**src/rtl/ps2_pkg.sv**
```systemverilog
// Shared PS/2 receiver definitions: frame FSM states, prefix codes and event-word layout.
package ps2_pkg;

    typedef enum logic [1:0] {
        ST_IDLE   = 2'd0,
        ST_DATA   = 2'd1,
        ST_PARITY = 2'd2,
        ST_STOP   = 2'd3
    } ps2_state_e;

    localparam logic [7:0] PS2_PFX_EXT = 8'hE0;
    localparam logic [7:0] PS2_PFX_REL = 8'hF0;

    localparam int unsigned PS2_EVT_W   = 10;
    localparam int unsigned PS2_EVT_EXT = 9;
    localparam int unsigned PS2_EVT_REL = 8;

    function automatic logic [PS2_EVT_W-1:0] ps2_event(input logic ext, input logic rel,
                                                       input logic [7:0] code);
        logic [PS2_EVT_W-1:0] w;
        w              = '0;
        w[PS2_EVT_EXT] = ext;
        w[PS2_EVT_REL] = rel;
        w[7:0]         = code;
        return w;
    endfunction

endpackage

```
**src/rtl/sync_fifo_fwft.sv**
```systemverilog
// Single-clock first-word-fall-through FIFO; head word is visible on dout_o, forced to 0 when empty.
module sync_fifo_fwft #(
    parameter int unsigned WIDTH = 10,
    parameter int unsigned AW    = 3
) (
    input  logic             clk,
    input  logic             rst_n,
    input  logic             push_i,
    input  logic [WIDTH-1:0] din_i,
    input  logic             pop_i,
    output logic [WIDTH-1:0] dout_o,
    output logic             full_o,
    output logic             empty_o,
    output logic [AW:0]      count_o
);

    localparam int unsigned DEPTH = 1 << AW;

    logic [WIDTH-1:0] mem_q [DEPTH];
    logic [AW-1:0]    wr_ptr_q;
    logic [AW-1:0]    rd_ptr_q;
    logic [AW:0]      count_q;
    logic             do_push;
    logic             do_pop;

    assign empty_o = (count_q == '0);
    assign full_o  = (count_q == (AW+1)'(DEPTH));
    assign do_pop  = pop_i & ~empty_o;
    // A pop in the same clock frees the slot, so a push into a full FIFO still lands.
    assign do_push = push_i & (~full_o | do_pop);

    always_ff @(posedge clk) begin
        if (do_push) begin
            mem_q[wr_ptr_q] <= din_i;
        end
    end

    always_ff @(posedge clk or negedge rst_n) begin
        if (!rst_n) begin
            wr_ptr_q <= '0;
            rd_ptr_q <= '0;
            count_q  <= '0;
        end else begin
            if (do_push) begin
                wr_ptr_q <= wr_ptr_q + AW'(1);
            end
            if (do_pop) begin
                rd_ptr_q <= rd_ptr_q + AW'(1);
            end
            case ({do_push, do_pop})
                2'b10:   count_q <= count_q + (AW+1)'(1);
                2'b01:   count_q <= count_q - (AW+1)'(1);
                default: count_q <= count_q;
            endcase
        end
    end

    assign dout_o  = empty_o ? '0 : mem_q[rd_ptr_q];
    assign count_o = count_q;

endmodule

```
**src/rtl/ps2_rx_fifo.sv**
```systemverilog
// PS/2 device-to-host receiver: pad sync, clock deglitch, 11-bit framing, E0/F0 prefix folding,
// event FIFO and sticky error flags.
module ps2_rx_fifo
    import ps2_pkg::*;
#(
    parameter int unsigned FILTER_LEN = 16,
    parameter int unsigned TIMEOUT_W  = 24,
    parameter int unsigned FIFO_AW    = 3
) (
    input  logic                 clk,
    input  logic                 rst_n,
    input  logic                 enable_rcv,
    input  logic                 kb_or_mouse,
    input  logic                 ps2clk_ext,
    input  logic                 ps2data_ext,
    input  logic                 rd_en,
    output logic [9:0]           dout,
    output logic                 empty,
    output logic [FIFO_AW:0]     count,
    output logic                 kb_interrupt,
    input  logic                 clear_err,
    output logic                 parity_err,
    output logic                 frame_err,
    output logic                 timeout_err,
    output logic                 overflow
);

    localparam int unsigned HI_LEN = FILTER_LEN / 4;
    localparam int unsigned LO_LEN = FILTER_LEN - HI_LEN;
    localparam logic [FILTER_LEN-1:0] EDGE_PAT = {{HI_LEN{1'b1}}, {LO_LEN{1'b0}}};

    logic                  clk_s1_q, clk_s2_q, dat_s1_q, dat_s2_q;
    logic [FILTER_LEN-1:0] filt_q;
    logic                  qual_edge;
    logic [TIMEOUT_W-1:0]  tmo_q;
    logic                  tmo_hit;
    ps2_state_e            state_q, state_d;
    logic [2:0]            bitcnt_q, bitcnt_d;
    logic [7:0]            shreg_q, shreg_d;
    logic                  byte_done, par_set, frm_set, tmo_set;
    logic                  ext_q, ext_d, rel_q, rel_d;
    logic                  push_q, push_d;
    logic [PS2_EVT_W-1:0]  word_q, word_d;
    logic                  fifo_full, fifo_empty, accept;
    logic                  kb_int_q, par_err_q, frm_err_q, tmo_err_q, ovf_q;

    // Oldest samples sit at the MSB end; the pattern matches exactly once per clean falling edge.
    assign qual_edge = (filt_q == EDGE_PAT) & enable_rcv;
    assign tmo_hit   = (&tmo_q) && (state_q != ST_IDLE);

    always_ff @(posedge clk or negedge rst_n) begin
        if (!rst_n) begin
            clk_s1_q <= 1'b1;
            clk_s2_q <= 1'b1;
            dat_s1_q <= 1'b1;
            dat_s2_q <= 1'b1;
            filt_q   <= '1;
            tmo_q    <= '0;
        end else begin
            clk_s1_q <= ps2clk_ext;
            clk_s2_q <= clk_s1_q;
            dat_s1_q <= ps2data_ext;
            dat_s2_q <= dat_s1_q;
            filt_q   <= {filt_q[FILTER_LEN-2:0], clk_s2_q};
            tmo_q    <= qual_edge ? '0 : tmo_q + TIMEOUT_W'(1);
        end
    end

    always_comb begin
        state_d   = state_q;
        bitcnt_d  = bitcnt_q;
        shreg_d   = shreg_q;
        byte_done = 1'b0;
        par_set   = 1'b0;
        frm_set   = 1'b0;
        tmo_set   = 1'b0;
        if (qual_edge) begin
            unique case (state_q)
                ST_IDLE: begin
                    if (!dat_s2_q) begin
                        state_d  = ST_DATA;
                        bitcnt_d = '0;
                    end
                end
                ST_DATA: begin
                    shreg_d  = {dat_s2_q, shreg_q[7:1]};
                    bitcnt_d = bitcnt_q + 3'd1;
                    if (bitcnt_q == 3'd7) begin
                        state_d = ST_PARITY;
                    end
                end
                ST_PARITY: begin
                    if ((^shreg_q) ^ dat_s2_q) begin
                        state_d = ST_STOP;
                    end else begin
                        par_set = 1'b1;
                        state_d = ST_IDLE;
                    end
                end
                ST_STOP: begin
                    state_d   = ST_IDLE;
                    byte_done = dat_s2_q;
                    frm_set   = ~dat_s2_q;
                end
                default: state_d = ST_IDLE;
            endcase
        end else if (tmo_hit) begin
            state_d = ST_IDLE;
            tmo_set = 1'b1;
        end
    end

    always_comb begin
        ext_d  = ext_q;
        rel_d  = rel_q;
        push_d = 1'b0;
        word_d = word_q;
        if (byte_done) begin
            if (kb_or_mouse) begin
                push_d = 1'b1;
                word_d = ps2_event(1'b0, 1'b0, shreg_q);
            end else if (shreg_q == PS2_PFX_EXT) begin
                ext_d = 1'b1;
            end else if (shreg_q == PS2_PFX_REL) begin
                rel_d = 1'b1;
            end else begin
                push_d = 1'b1;
                word_d = ps2_event(ext_q, rel_q, shreg_q);
                ext_d  = 1'b0;
                rel_d  = 1'b0;
            end
        end
    end

    assign accept = push_q & (~fifo_full | rd_en);

    always_ff @(posedge clk or negedge rst_n) begin
        if (!rst_n) begin
            state_q   <= ST_IDLE;
            bitcnt_q  <= '0;
            shreg_q   <= '0;
            ext_q     <= 1'b0;
            rel_q     <= 1'b0;
            push_q    <= 1'b0;
            word_q    <= '0;
            kb_int_q  <= 1'b0;
            par_err_q <= 1'b0;
            frm_err_q <= 1'b0;
            tmo_err_q <= 1'b0;
            ovf_q     <= 1'b0;
        end else begin
            state_q   <= state_d;
            bitcnt_q  <= bitcnt_d;
            shreg_q   <= shreg_d;
            ext_q     <= ext_d;
            rel_q     <= rel_d;
            push_q    <= push_d;
            word_q    <= word_d;
            kb_int_q  <= accept;
            // A new error wins over a simultaneous clear.
            par_err_q <= par_set | (par_err_q & ~clear_err);
            frm_err_q <= frm_set | (frm_err_q & ~clear_err);
            tmo_err_q <= tmo_set | (tmo_err_q & ~clear_err);
            ovf_q     <= (push_q & ~accept) | (ovf_q & ~clear_err);
        end
    end

    sync_fifo_fwft #(
        .WIDTH (PS2_EVT_W),
        .AW    (FIFO_AW)
    ) u_fifo (
        .clk     (clk),
        .rst_n   (rst_n),
        .push_i  (push_q),
        .din_i   (word_q),
        .pop_i   (rd_en),
        .dout_o  (dout),
        .full_o  (fifo_full),
        .empty_o (fifo_empty),
        .count_o (count)
    );

    assign empty        = fifo_empty;
    assign kb_interrupt = kb_int_q;
    assign parity_err   = par_err_q;
    assign frame_err    = frm_err_q;
    assign timeout_err  = tmo_err_q;
    assign overflow     = ovf_q;

endmodule

```
**config.mk**
```make
export PLATFORM = sky130hd
export DESIGN_NAME = ps2_rx_fifo
export DESIGN_NICKNAME = d
export VERILOG_FILES = /design/src/rtl/ps2_pkg.sv /design/src/rtl/sync_fifo_fwft.sv /design/src/rtl/ps2_rx_fifo.sv
export SDC_FILE = /design/constraint.sdc
export NUM_CORES = 1
export LEC_CHECK = 0
export CORE_MARGIN = 2
export CORE_UTILIZATION = 58
export CTS_BUF_LIST = sky130_fd_sc_hd__clkbuf_16
export CTS_CLUSTER_SIZE = 16
export DETAILED_ROUTE_END_ITERATION = 8
export PLACE_DENSITY = 0.89
export SLEW_MARGIN = 20
export SYNTH_ARGS = -nofsm -noshare
export SYNTH_HDL_FRONTEND = slang
export SYNTH_SLANG_ARGS = --single-unit
export TNS_END_PERCENT = 30
```
**constraint.sdc**
```tcl
create_clock -name clk -period 7 [get_ports clk]
set_clock_uncertainty 0.1 [all_clocks]
set_input_delay 0.7 -clock clk [delete_from_list [all_inputs] [get_ports clk]]
set_output_delay 0.7 -clock clk [all_outputs]
set_load 0.1 [all_outputs]
```
== Word level (Yosys, flattened, before mapping) ==
Memories as Yosys holds them, arrays and structs flattened.
Index checks and enable logic that the tools add are counted.

* Reduce and logical (&&, ||, !) cells: 15
* Add/subtract/negate cells: 6
* Mux-type cells: 32
* Bitwise logic cells: 23
* Eq/ne operators: 16

{| class="wikitable"
|+ Operators with widths
! kind !! number
|-
| two-way mux 10 bit || 4
|-
| adder 24 x 1 -> 24 bit (second input constant) || 1
|-
| two-way mux 24 bit || 1
|-
| AND reduction 24 bit || 1
|-
| two-way mux 1 bit || 18
|-
| == test 16 bit (second input constant) || 1
|-
| == test 8 bit (second input constant) || 2
|-
| AND reduction 3 bit || 5
|-
| two-way mux 2 bit || 5
|-
| adder 3 x 1 -> 3 bit (second input constant) || 3
|-
| bitwise AND 1 bit || 9
|-
| inequality test 2 bit (second input constant) || 4
|-
| one-hot mux 2 bit (4 select lines) || 1
|-
| one-hot mux 4 bit (2 select lines) || 1
|-
| nonzero test 2 bit || 4
|-
| XOR reduction 8 bit || 1
|-
| NOT 1 bit || 7
|-
| == test 2 bit (second input constant) || 3
|-
| inequality test 3 bit (second input constant) || 2
|-
| OR 1 bit || 6
|-
| one-hot mux 3 bit (2 select lines) || 1
|-
| adder 4 x 1 -> 4 bit (second input constant) || 1
|-
| == test 2 x 1 -> 1 bit (second input constant) || 2
|-
| == test 4 bit (second input constant) || 1
|-
| 8 further kinds || 8
|}

* Output and inout bits: 20
* Memories: 1
* Word-level logic and storage cells: 114
* Bits in registers: 85
* RAM bits: 80

{| class="wikitable"
|+ Memory list
! memory !! words !! width !! rd ports !! clocked after memory_dff !! wr ports !! line !! text
|-
| u_fifo.mem_q || 8 || 10 || 1 || 0 || 1 || sync_fifo_fwft.sv:19 || <nowiki>logic [WIDTH-1:0] mem_q [DEPTH];</nowiki>
|}

== Logic depth before layout (Yosys ltp) ==
* Depth in word-level cells: 7
* Gate-level depth with buffers: 13

== By module ==
From an unflattened synthesis, not the netlist that was laid out.

* Cell total of the unflattened synthesis: 464
* Area total of the unflattened synthesis: 6,925.4 sq um

{| class="wikitable"
|+ Modules (own cells, without submodules)
! module !! area an instance (sq um) !! sequential area each (sq um) !! instances !! cells each
|-
| sync_fifo_fwft || 3,741.1 || 2,652.5 || 1 || 206
|-
| ps2_rx_fifo || 3,184.3 || 1,901.8 || 1 || 258
|}

== Worst setup path before layout ==
Ideal clock, no wire load.

* Path type: register -> output
* Start point: register u_fifo.count_q[1] (netlist: u_fifo.count_o[1])
* End point: output port dout[0]
* Stages on the path, launching flop included: 5
* Buffers on the path: 2
* Arrival time: 3.446 ns
* Slack: 2.754 ns
* Cell sequence: dfrtp_1 > clkbuf_1 > nor4_1 > clkbuf_1 > nor2_1

* Cells in the longest elaborated chain, start to end: 2

{| class="wikitable"
|+ Ends and longest elaborated chain
! element !! line !! text
|-
| start, declared || sync_fifo_fwft.sv:22 || <nowiki>logic [AW:0] count_q;</nowiki>
|-
| start signal, assigned || sync_fifo_fwft.sv:51 || <nowiki>2'b10: count_q <= count_q + (AW+1)'(1);</nowiki>
|-
| start signal, assigned || sync_fifo_fwft.sv:52 || <nowiki>2'b01: count_q <= count_q - (AW+1)'(1);</nowiki>
|-
| start signal, assigned || sync_fifo_fwft.sv:53 || <nowiki>default: count_q <= count_q;</nowiki>
|-
| logical NOT 4 bit || sync_fifo_fwft.sv:26 || <nowiki>assign empty_o = (count_q == '0);</nowiki>
|-
| named net empty || ps2_rx_fifo.sv:18 || <nowiki>output logic empty,</nowiki>
|-
| two-way mux 10 bit || sync_fifo_fwft.sv:58 || <nowiki>assign dout_o = empty_o ? '0 : mem_q[rd_ptr_q];</nowiki>
|-
| end, declared || ps2_rx_fifo.sv:17 || <nowiki>output logic [9:0] dout,</nowiki>
|}

The timed path passes the listed nets, and every way through them passes these cells.

== Worst setup path after layout ==
* Start point: register u_fifo.rd_ptr_q[0]
* End point: output port dout[8]

* Cells in the longest elaborated chain, start to end: 2

{| class="wikitable"
|+ Ends and longest elaborated chain
! element !! line !! text
|-
| start, declared || sync_fifo_fwft.sv:21 || <nowiki>logic [AW-1:0] rd_ptr_q;</nowiki>
|-
| start signal, assigned || sync_fifo_fwft.sv:48 || <nowiki>rd_ptr_q <= rd_ptr_q + AW'(1);</nowiki>
|-
| memory (8 x 10 bit) || - ||
|-
| two-way mux 10 bit || sync_fifo_fwft.sv:58 ||
|}

Every way passes these cells.

==> results by group <==
Synth
  • Number of distinct library cells after synthesis: 44
  • Yosys reg bits: 165
  • Area contributors post-synth: edfxtp_1 35%, dfrtp_1 24%, dfstp_2 7.7%
  • Mapped Nets: 478
  • Yosys top cell by area: edfxtp_1
  • Area share of the largest cell type after synthesis: 0.354
  • Mapped cell area: 6780 um^2
  • Seq/Total Area, Yosys: 0.672
  • EDFF count, synth: 80
  • Syn Area/Cell: 14.8 um^2
  • Synthesized instance count: 457
  • Share of synthesized flip-flops with an asynchronous set or reset: 0.515
  • Dominant synthesized flop cell: edfxtp_1
  • Yosys warns: 0

Clock network
  • PostCTS Resize Cnt: 0
  • Clk sinks: 165
  • CTS buffer count: 17
  • CTS tree: yes
  • Clock Tree Buf Depth: 2
  • Hold Buf Count CTS: 0
  • Clock slew at reported path FFs: 60 ps
  • Post-CTS setup repair buffer count: 0
  • Root buffer cell: clkbuf_16
  • Worst-skew pair later-pin latency: 420 ps
  • H-tree depth: 4

STA
  • Final min period: 4100 ps
  • Final setup fails: 0
  • Max-slew violation count: 0
  • Slew headroom: 0.230
  • Setup tns final: 0 ps
  • RSZ-0062 raised after global routing: false
  • Worst-Margin Slew: 1150 ps
  • Final Hold Vio Count: 0
  • F_max: 244 MHz
  • Final Cycle Share: 0.586

Placed design
  • RD Place Congestion: 0.736
  • Placed wire-length estimate: 7870 um
  • DP Cell Count: 613
  • IO Port Bufs: 27

Critical path
  • R2R cell count: 5
  • RR Startpoint: u_fifo.count_o[1]
  • Max FO, Critical Path: 12
  • Reg-to-reg endpoint: u_fifo.mem_q[6][7]
  • Worst setup SP type: register
  • Worst endpoint required time: 6200 ps
  • Worst path arrival time: 3300 ps
  • Reg-to-reg slack, setup: 4370 ps
  • Crit path from: u_fifo.rd_ptr_q[0]
  • Crit-path cells: buf_4, mux4_2, mux2i_1, nor2_1, clkdlybuf4s50_1
  • CP peak stage delay: 960 ps
  • CP Capture Type: output pin
  • CP Class: reg -> out
  • Crit path depth: 5
  • Critical path endpoint: dout[8]
  • Crit path max-delay family: buffers and inverters
  • CP max-delay cell: clkdlybuf4s50_1
  • Number of buffers and inverters on the critical path: 2

Finish
  • Post-layout net count: 510
  • Post-route insts no fill: 645
  • Area grow syn2layout: 14.2%
  • Most frequent cells in the layout: 80 x edfxtp_1, 65 x dfrtp_1, 48 x nor2_1
  • Most common cell after layout, fill and taps aside: edfxtp_1
  • Seq. cell area: 4550 um^2
  • Fillers: 731
  • Ant. Diodes: 0
  • Area of the multi-input gates: 2120 um^2
  • Share of layout cells above drive strength 1: 0.189

Route
  • Vias/cell: 5.94
  • Remaining antenna violation count after routing: 0
  • Detailed Route WL: 12,700 um
  • DRC viols: 0
  • DR pass1 iterations: 5
  • Vias: 3,832
  • DR WL/cell: 19.7 um
  • Starting DRC count in detailed routing: 232

Die
  • Die Ht: 112 um
  • Row count: 39
  • I/O Pins: 28
  • Placeable Area: 11,400 um^2
  • Die area: 12,600 um^2
  • Die Width: 112 um
  • Initial Util: 0.594

Global routing
  • First-pass GRT wire length: 21,000 um
  • Antenna violations before repair: 0
  • Vias in the first global route: 4,090
  • Largest net degree at the start of global routing: 86
  • GRT Overall Usage: 0.221
  • Aggregate global routing overflow: 0

Power and ir drop
  • Max VDD drop: 251 uV
  • P_leak: 3.26 nW
  • Power per cell area: 295 nW/um^2
  • Pwr Total: 2.29 mW

Run status
  • Status: completed

Hold path
  • Hold crit path type: in -> async

Run
  • Max-cap viol count: 0
[routing by layer]
metal  vias up  wire length, um  global-route usage  part of all wire
met3        27              693              0.0610             0.055
li1       1736                -                   -                 -
met5         -                0                   0                 0
met4         0              320              0.0951             0.025
met2       118             6950               0.392              0.55
met1      1951             4740               0.254              0.37
[worst register-to-register path, delay by kind of cell (launching register included)]
| kind | cells | cell delay (ps) |
|---|---|---|
| flip-flops | 1 | 530 |
| AND/OR/NAND/NOR | 5 | 1610 |
[kinds of logic (layout without fill, tap and decap cells)]
| group | after synthesis | count (layout) | synth area share |
|---|---|---|---|
| AND/OR/NAND/NOR | 143 | 143 | 0.111 |
| XOR/XNOR | 34 | 34 | 0.0439 |
| AO/OA/AOI/OAI | 26 | 26 | 0.0244 |
| buffers and inverters | 30 | 75 | 0.0179 |
| multiplexers | 46 | 46 | 0.108 |
| adder cells (fa/ha/maj) | 13 | 13 | 0.0240 |
| flip-flops | 165 | 165 | 0.672 |
[final cells by class]
type                            count  share of cell area
Tap cell                          143              0.0231
Inverter                           13             0.00630
Multi-Input combinational cell    262               0.274
Sequential cell                   165               0.588
Clock buffer                       19              0.0614
Timing Repair Buffer               30              0.0380
Clock inverter                     13             0.00840
[metrics by stage]
step	hold slack, ps	utilization	instance area (um^2)	setup WS [ps]
3_3_place_gp	247	0.630	7190	3410
2_1_floorplan	245	-	6780	2750
6_report	224	0.678	7740	2900
3_5_place_dp	248	0.630	7190	3310
4_1_cts	257	0.677	7730	2830
5_1_grt	258	0.678	7740	2650
[cells in the mapped netlist (3+ instances only)]
library cell  instances
o21ai_0              10
nand2_1              24
and3_1                7
buf_2                 4
ha_1                 13
inv_1                13
dfstp_2              20
nor2_1               49
nand4_1               9
xor2_1               23
nor2b_1               4
a21oi_1               3
and4_1                5
edfxtp_1             80
o2bb2ai_1             3
dfrtp_1              65
o31ai_1               5
clkbuf_1             12
nand2b_1              4
xnor2_1              11
mux4_2               20
nand3_1              18
mux2_2               16
nor3_1                7
mux2i_1              10
[where the power goes]
group	internal (mW)	leakage (nW)	switching, mW
sequential	1.04	1.99	0.0988
combinational	0.129	0.997	0.183
clock	0.484	0.273	0.349
[how the worst min path moves through the flow]
stage | startpoint | end | depth (start not counted)
global placement | dat_s1_q | dat_s2_q | 0
floorplan | clk_s1_q | clk_s2_q | 0
detailed placement | clk_s2_q | filt_q[0] | 0
CTS | dat_s1_q | dat_s2_q | 0
finish | rst_n | tmo_q[14] | 1
global route | dat_s1_q | dat_s2_q | 0
[sequential cells by signal, summed over array words and instances (netlist names)]
name / cells
timeout_err: 1
u_fifo.count_o: 4
overflow: 1
parity_err: 1
kb_interrupt: 1
u_fifo.wr_ptr_q: 3
filt_q: 16
u_fifo.rd_ptr_q: 3
clk_s1_q: 1
shreg_q: 8
word_q: 10
frame_err: 1
dat_s2_q: 1
clk_s2_q: 1
dat_s1_q: 1
rel_q: 1
ext_q: 1
push_q: 1
bitcnt_q: 3
tmo_q: 24
u_fifo.mem_q: 80
state_q: 2
(Power assumes the default switching activity.)
